<file path="src/rtl/down_timer.sv">
// Loadable down-counter with a one-cycle terminal-count strobe and optional auto-reload.
// It can act as a programmable period generator (AR=1) or as a one-shot timer (AR=0).
module down_timer #(
    parameter int unsigned WIDTH = 24
) (
    input  logic             C,
    input  logic             R,
    input  logic             LD,
    input  logic [WIDTH-1:0] D,
    input  logic             T,
    input  logic             AR,
    output logic [WIDTH-1:0] Q,
    output logic             Z,
    output logic             BUSY
);

    typedef enum logic [0:0] {StIdle, StRun} state_e;

    localparam logic [WIDTH-1:0] One = WIDTH'(1);

    state_e           state_q, state_d;
    logic [WIDTH-1:0] q_q, q_d;
    logic [WIDTH-1:0] rl_q, rl_d;
    logic             z_q, z_d;

    always_comb begin
        state_d = state_q;
        q_d     = q_q;
        rl_d    = rl_q;
        z_d     = 1'b0;

        if (LD) begin
            // A load wins over any terminal event in the same cycle.
            q_d     = D;
            rl_d    = D;
            state_d = (D != '0) ? StRun : StIdle;
        end else if (state_q == StRun && T) begin
            if (q_q == One) begin
                z_d = 1'b1;
                if (AR) begin
                    q_d = rl_q;
                end else begin
                    q_d     = '0;
                    state_d = StIdle;
                end
            end else if (q_q != '0) begin
                // The zero guard keeps Q from wrapping to all-ones if RUN is ever reached with Q==0.
                q_d = q_q - One;
            end
        end
    end

    always_ff @(posedge C) begin
        if (!R) begin
            state_q <= StIdle;
            q_q     <= '0;
            rl_q    <= '0;
            z_q     <= 1'b0;
        end else begin
            state_q <= state_d;
            q_q     <= q_d;
            rl_q    <= rl_d;
            z_q     <= z_d;
        end
    end

    assign Q    = q_q;
    assign Z    = z_q;
    assign BUSY = (state_q == StRun);

endmodule

</file>
<file path="config.mk">
export PLATFORM = sky130hd
export DESIGN_NAME = down_timer
export DESIGN_NICKNAME = d
export VERILOG_FILES = /design/src/rtl/down_timer.sv
export SDC_FILE = /design/constraint.sdc
export NUM_CORES = 1
export LEC_CHECK = 0
export CAP_MARGIN = 0
export CORE_MARGIN = 2
export CORE_UTILIZATION = 45
export CTS_BUF_LIST = sky130_fd_sc_hd__clkbuf_8
export DETAILED_ROUTE_END_ITERATION = 16
export PLACE_DENSITY = 0.73
export SLEW_MARGIN = 15
export SYNTH_ARGS = -nofsm -noshare
export SYNTH_HDL_FRONTEND = slang
export SYNTH_SLANG_ARGS = --single-unit
</file>
<file path="constraint.sdc">
create_clock -name C -period 2.75 [get_ports C]
set_clock_uncertainty 0.15 [all_clocks]
set_input_delay 0.6875 -clock C [delete_from_list [all_inputs] [get_ports C]]
set_output_delay 0.6875 -clock C [all_outputs]
set_load 0.005 [all_outputs]
</file>
# After elaboration in Yosys (flattened, before gate mapping)
# Index checks and enable logic that the tools add are counted.
[classes] reduce_logical=9 add_sub_neg=1 n_bitwise=2 n_eq_ne=2 mux=11
[ops] op="2-to-1 mux 24 bit" n=5
[ops] op="nonzero test 24 bit" n=2
[ops] op="== test 24 x 1 -> 1 bit (second input constant)" n=1
[ops] op="subtractor 24 x 1 -> 24 bit (second input constant)" n=1
[ops] op="2-to-1 mux 1 bit" n=6
[ops] op="nonzero test 2 bit" n=2
[ops] op="AND reduction 3 bit" n=1
[ops] op="nonzero test 3 bit" n=1
[ops] op="OR reduction 3 bit" n=1
[ops] op="!= test 2 bit (second input constant)" n=1
[ops] op="NOT 1 bit" n=2
[ops] op="AND reduction 2 bit" n=1
[ops] op="logical AND 1 bit" n=1
[totals] out_inout_bits=26 ff_bits=50 elab_cells=29

# Logic depth before layout (Yosys ltp)
[logic_depth] word_depth=5 depth_mapped=10 depth_no_buf=8

# Worst setup path before layout
# OpenSTA, ideal clock, no wires.
[synth_timing] path_type="register -> register" startpoint="register q_q[0] (netlist: Q[0])" endpoint="register q_q[22] (netlist: Q[22])" setup_ns=0.123 path_buffers=0 path_slack_ns=0.232 arrival_time_ns=2.245 stages_incl_launch_ff=9 synth_period_minus_slack_ns=2.518 t_required_ns=2.477 path_cell_list="dfxtp_1 inv_1 ha_1 nor3b_2 nand3_1 or4b_2 o31a_1 o211ai_1 o21ai_1"
[synth_via] elab_chain_len=5 word_cells_on_any_way=9
[synth_rtl] element="start: declaration" line="22" rtl="logic [WIDTH-1:0] q_q, q_d;"
[synth_rtl] element="start signal: assignment" line="61" rtl="q_q <= q_d;"
[synth_rtl] element="subtractor 24 x 1 -> 24 bit" line="48" rtl="q_d = q_q - One;"
[synth_rtl] element="2-to-1 mux 24 bit" line="46" rtl="end else if (q_q != '0) begin"
[synth_rtl] element="2-to-1 mux 24 bit" line="38" rtl="if (q_q == One) begin"
[synth_rtl] element="2-to-1 mux 24 bit" line="37" rtl="end else if (state_q == StRun && T) begin"
[synth_rtl] element="2-to-1 mux 24 bit" line="32" rtl="if (LD) begin"
# Parallel ways exist; a longest one is shown, timed or not. The select of a mux whose other input is x is not followed.
# A chain may end at the register's enable or synchronous reset.

# Worst setup path after layout
[layout_timing] startpoint="register q_q[18] (netlist: Q[18])" endpoint="register q_q[8] (netlist: Q[8])"
[layout_via] elab_chain_len=4 word_cells_on_any_way=7
[layout_rtl] element="== test 24 x 1 -> 1 bit" line="38"
[layout_rtl] element="2-to-1 mux 24 bit" line="38"
[layout_rtl] element="2-to-1 mux 24 bit" line="37"
[layout_rtl] element="2-to-1 mux 24 bit" line="32"
# Parallel ways exist; a longest one is shown, timed or not. The select of a mux whose other input is x is not followed.

==> flow_metrics.env <==
export IMPL_ys_seq_elements=50
export IMPL_worst_hold_slack_ps=325
export IMPL_coreArea_um2=6240
export IMPL_synthArstFlopShare_pct=0
export IMPL_cts_root_buf="sky130_fd_sc_hd__clkbuf_8"
export IMPL_status="finished, final reports clean"
export IMPL_synthesis_area_per_instance_um2=7.99
export IMPL_tritoncts="built"
export IMPL_fin_crit_sh_pct=97.4
export IMPL_synth_edf_count=0
export IMPL_wirelength_per_cell_um=18.1
export IMPL_ant_nets=0
export IMPL_timing_setup_tns_ps=0
export IMPL_powerDensity_nw_per_um2=469
export IMPL_critical_path_top_delay_family="simple AND/OR/NAND/NOR gates"
export IMPL_cts_h_tree_depth=2
export IMPL_pin_count_of_the_biggest_net_entering_global_routing=36
export IMPL_synthDistinctLibCells=54
export IMPL_worst_ep_required_time_ps=2800
export IMPL_synthesis_nets=389
export IMPL_start_kind="flop"
export IMPL_drv_cap=0
export IMPL_critical_path_n_buffers_inverters=1
export IMPL_initial_utilization_pct=45.8
export IMPL_min_to="rl_q[1]$_SDFFE_PN0P_"
export IMPL_max_slew_margin_pct=60.6
export IMPL_hpwlAfterDp_mm=6.72
export IMPL_timing_rr_end="Q[8]$_SDFFE_PN0P_"
export IMPL_fmax_mhz=373
export IMPL_reg2reg_from="Q[18]$_SDFFE_PN0P_"
export IMPL_synthCells=358
export IMPL_cts_max_path_buffers=2
export IMPL_initialDrtViolationCount=294
export IMPL_cts_made_buffers=5
export IMPL_critPathArrivalTime_ps=2730
export IMPL_die_width_um=83.7
export IMPL_clk_pin_slew_worst_paths_ps=90
export IMPL_top_level_ports=55
export IMPL_total_overflow_reported_by_the_global_router=0
export IMPL_worstSkewPairLatency_ps=300
export IMPL_totalWireLength_mm=9.12
export IMPL_final_period_minus_worst_setup_slack_ps=2680
export IMPL_clock_sink_count=50
export IMPL_port_buffers=54
export IMPL_synth_seq_area_share_pct=35.0
export IMPL_holdBufCountCts=0
export IMPL_hold_start="rl_q[1]$_SDFFE_PN0P_"
export IMPL_worst_hold_path_type="reg2reg"
export IMPL_critPathCaptureType="flop"
export IMPL_grt_setup_unrepaired="no"
export IMPL_cpPeakStageDelay_ps=560
export IMPL_worst_r2r_path_depth=6
export IMPL_number_of_antenna_violations_at_the_first_check_in_global_routing=0
export IMPL_grt_first_pass_wirelength_mm=14.9
export IMPL_areaGrowthSynthToFinish_pct=29.5
export IMPL_crit_path_top_delay_cell="sky130_fd_sc_hd__or4_4"
export IMPL_setup_viol_count_final=0
export IMPL_worst_ir_drop_on_vdd_uv=272
export IMPL_layout_nets=458
export IMPL_total_leakage_power_nw=1.40
export IMPL_setup_reg_to_reg_worst_slack_ps=70
export IMPL_die_area_um2=7010
export IMPL_dominantRegCellSynth="sky130_fd_sc_hd__dfxtp_1"
export IMPL_transition_at_the_pin_with_the_smallest_max_transition_slack_ps=585
export IMPL_vias_per_cell=6.24
export IMPL_slew_violations=0
export IMPL_drive_gt1_share_pct=11.7
export IMPL_drt_drc_violations_left=0
export IMPL_die_h_um=83.7
export IMPL_crit_chain="or4_4, or4b_4, o31ai_4, buf_4, nand2_2, o221a_1"
export IMPL_finish_utilization_pct=59.3
export IMPL_number_of_endpoints_with_negative_hold_slack_in_the_final_report=0
export IMPL_worstPathMaxFanout=12
export IMPL_grt_pass1_vias=2982
export IMPL_antenna_cells=0
export IMPL_timing_hold_worst_path_depth=2
export IMPL_yosys_warnings=0
export IMPL_grt_use_total_pct=26.2
export IMPL_setup_worst_path_class="reg2reg"
export IMPL_dr_total_vias=3146
export IMPL_gp_routability_congestion=0.942
export IMPL_first_pass_iters=5
export IMPL_syn_area_um2=2860
export IMPL_core_rowCount=29
## how the worst max path moves through the flow
stage | endpoint | slack (ps) | cells past startpoint | startpoint
after floorplan | Q[22]$_SDFFE_PN0P_ | 230 | 8 | Q[0]$_SDFFE_PN0P_
after global placement | Q[8]$_SDFFE_PN0P_ | 180 | 6 | Q[18]$_SDFFE_PN0P_
after detailed placement | Q[5]$_SDFFE_PN0P_ | 120 | 7 | Q[18]$_SDFFE_PN0P_
after CTS | Q[5]$_SDFFE_PN0P_ | 100 | 7 | Q[18]$_SDFFE_PN0P_
after global routing | Q[3]$_SDFFE_PN0P_ | 3 | 7 | Q[18]$_SDFFE_PN0P_
final | Q[8]$_SDFFE_PN0P_ | 70 | 6 | Q[18]$_SDFFE_PN0P_
## what timing repair did
action                     4_1_cts  5_1_grt
setup endpoints to repair        0        1
resized for setup                0        1
buffers inserted                 0        0
## kinds of logic (layout without fill, tap and decap cells)
family / count (synthesis) / in the layout / share of synthesized area (%)
compound gates: 99 / 99 / 23.2
xor+xnor: 11 / 11 / 3.37
fa+ha+maj: 2 / 2 / 0.875
buf+inv: 32 / 101 / 4.81
flops: 50 / 50 / 35.0
mux: 15 / 15 / 5.25
simple gates: 149 / 149 / 27.4
## worst min-delay path, cell delays in order (launching register included)
cell and delay [ps]:
sky130_fd_sc_hd__dfxtp_1 320, sky130_fd_sc_hd__nand2_1 60, sky130_fd_sc_hd__a21oi_1 50
## power by group
part | switching, mW | internal (mW) | total [mW]
Sequential | 0.0471 | 0.771 | 0.818
Combinational | 0.259 | 0.239 | 0.499
Clock | 0.248 | 0.172 | 0.420
Total | 0.554 | 1.18 | 1.74
## cells in the mapped netlist, drive strengths merged (3+ instances only)
master	number	area [um2]
nor2	44	173
xor2	5	43.8
dfxtp	50	1000
or4	5	48.8
o31a	3	26.3
clkbuf	16	60.1
inv	6	22.5
nor4	14	93.8
nor3b	4	35.0
nand3	10	50.1
o22ai	4	25.0
nor3	12	60.1
buf	8	47.5
a31oi	6	37.5
o211ai	3	22.5
o32ai	4	35.0
and2	6	37.5
nand2	28	108
a311oi	14	123
a21oi	22	110
or3	8	50.1
o31ai	7	66.3
mux2i	15	150
nand4	4	25.0
o21ai	24	120
and3	7	43.8
xnor2	6	52.6
a211oi	3	22.5
## layout by cell type, fill, tap and decap left out, types with 2 or more instances in the layout
cell / count
sky130_fd_sc_hd__clkdlybuf4s50_1: 53
sky130_fd_sc_hd__dfxtp_1: 50
sky130_fd_sc_hd__nor2_1: 43
sky130_fd_sc_hd__buf_4: 32
sky130_fd_sc_hd__nand2_1: 27
sky130_fd_sc_hd__a21oi_1: 22
sky130_fd_sc_hd__o21ai_0: 22
sky130_fd_sc_hd__mux2i_1: 15
sky130_fd_sc_hd__a311oi_1: 14
sky130_fd_sc_hd__nor4_1: 13
sky130_fd_sc_hd__nor3_1: 12
sky130_fd_sc_hd__nand3_1: 10
sky130_fd_sc_hd__or3_1: 8
sky130_fd_sc_hd__inv_1: 7
sky130_fd_sc_hd__and3_1: 7
sky130_fd_sc_hd__a31oi_1: 6
sky130_fd_sc_hd__o31ai_1: 6
sky130_fd_sc_hd__xnor2_1: 6
sky130_fd_sc_hd__xor2_1: 5
sky130_fd_sc_hd__and2_1: 5
sky130_fd_sc_hd__clkbuf_8: 5
sky130_fd_sc_hd__nand4_1: 4
sky130_fd_sc_hd__o32ai_1: 4
sky130_fd_sc_hd__o22ai_1: 4
sky130_fd_sc_hd__or4_4: 3
sky130_fd_sc_hd__nor3b_1: 3
sky130_fd_sc_hd__o31a_1: 3
sky130_fd_sc_hd__o211ai_1: 3
sky130_fd_sc_hd__a211oi_1: 3
sky130_fd_sc_hd__clkinv_1: 2
sky130_fd_sc_hd__a32oi_1: 2
sky130_fd_sc_hd__or4_1: 2
sky130_fd_sc_hd__a21o_1: 2
sky130_fd_sc_hd__o21ai_1: 2
sky130_fd_sc_hd__ha_1: 2
## layer usage
metal	share of wire (%)	GRT usage, %
met4	1.2	6.89
met3	7.9	3.36
met2	45	39.6
met1	46	39.2
met5	0	0
## registers in the layout, indices dropped and copies added, names as in the netlist
| name | flops |
|---|---|
| Z | 1 |
| rl_q | 24 |
| BUSY | 1 |
| Q | 24 |
## final cells by class
class | instances | area (um2)
inverter | 8 | 30.0
multi-input combinational | 276 | 1720
timing repair buffer | 86 | 776
tap | 77 | 96.3
sequential | 50 | 1000
clock buffer | 5 | 68.8
clock inverter | 2 | 11.3
fill | 580 | 2540
## stage by stage
stage          setup slack (ps)  cell area (um2)  instances  power, mW
2_1_floorplan               232             2860        358       1.10
3_3_place_gp                183             3620        497       1.32
3_5_place_dp                119             3620        497       1.32
4_1_cts                     102             3700        504       1.74
5_1_grt                    3.45             3700        504       1.82
6_report                   70.5             3700        504       1.74
Power figures use the tool's default switching activity.
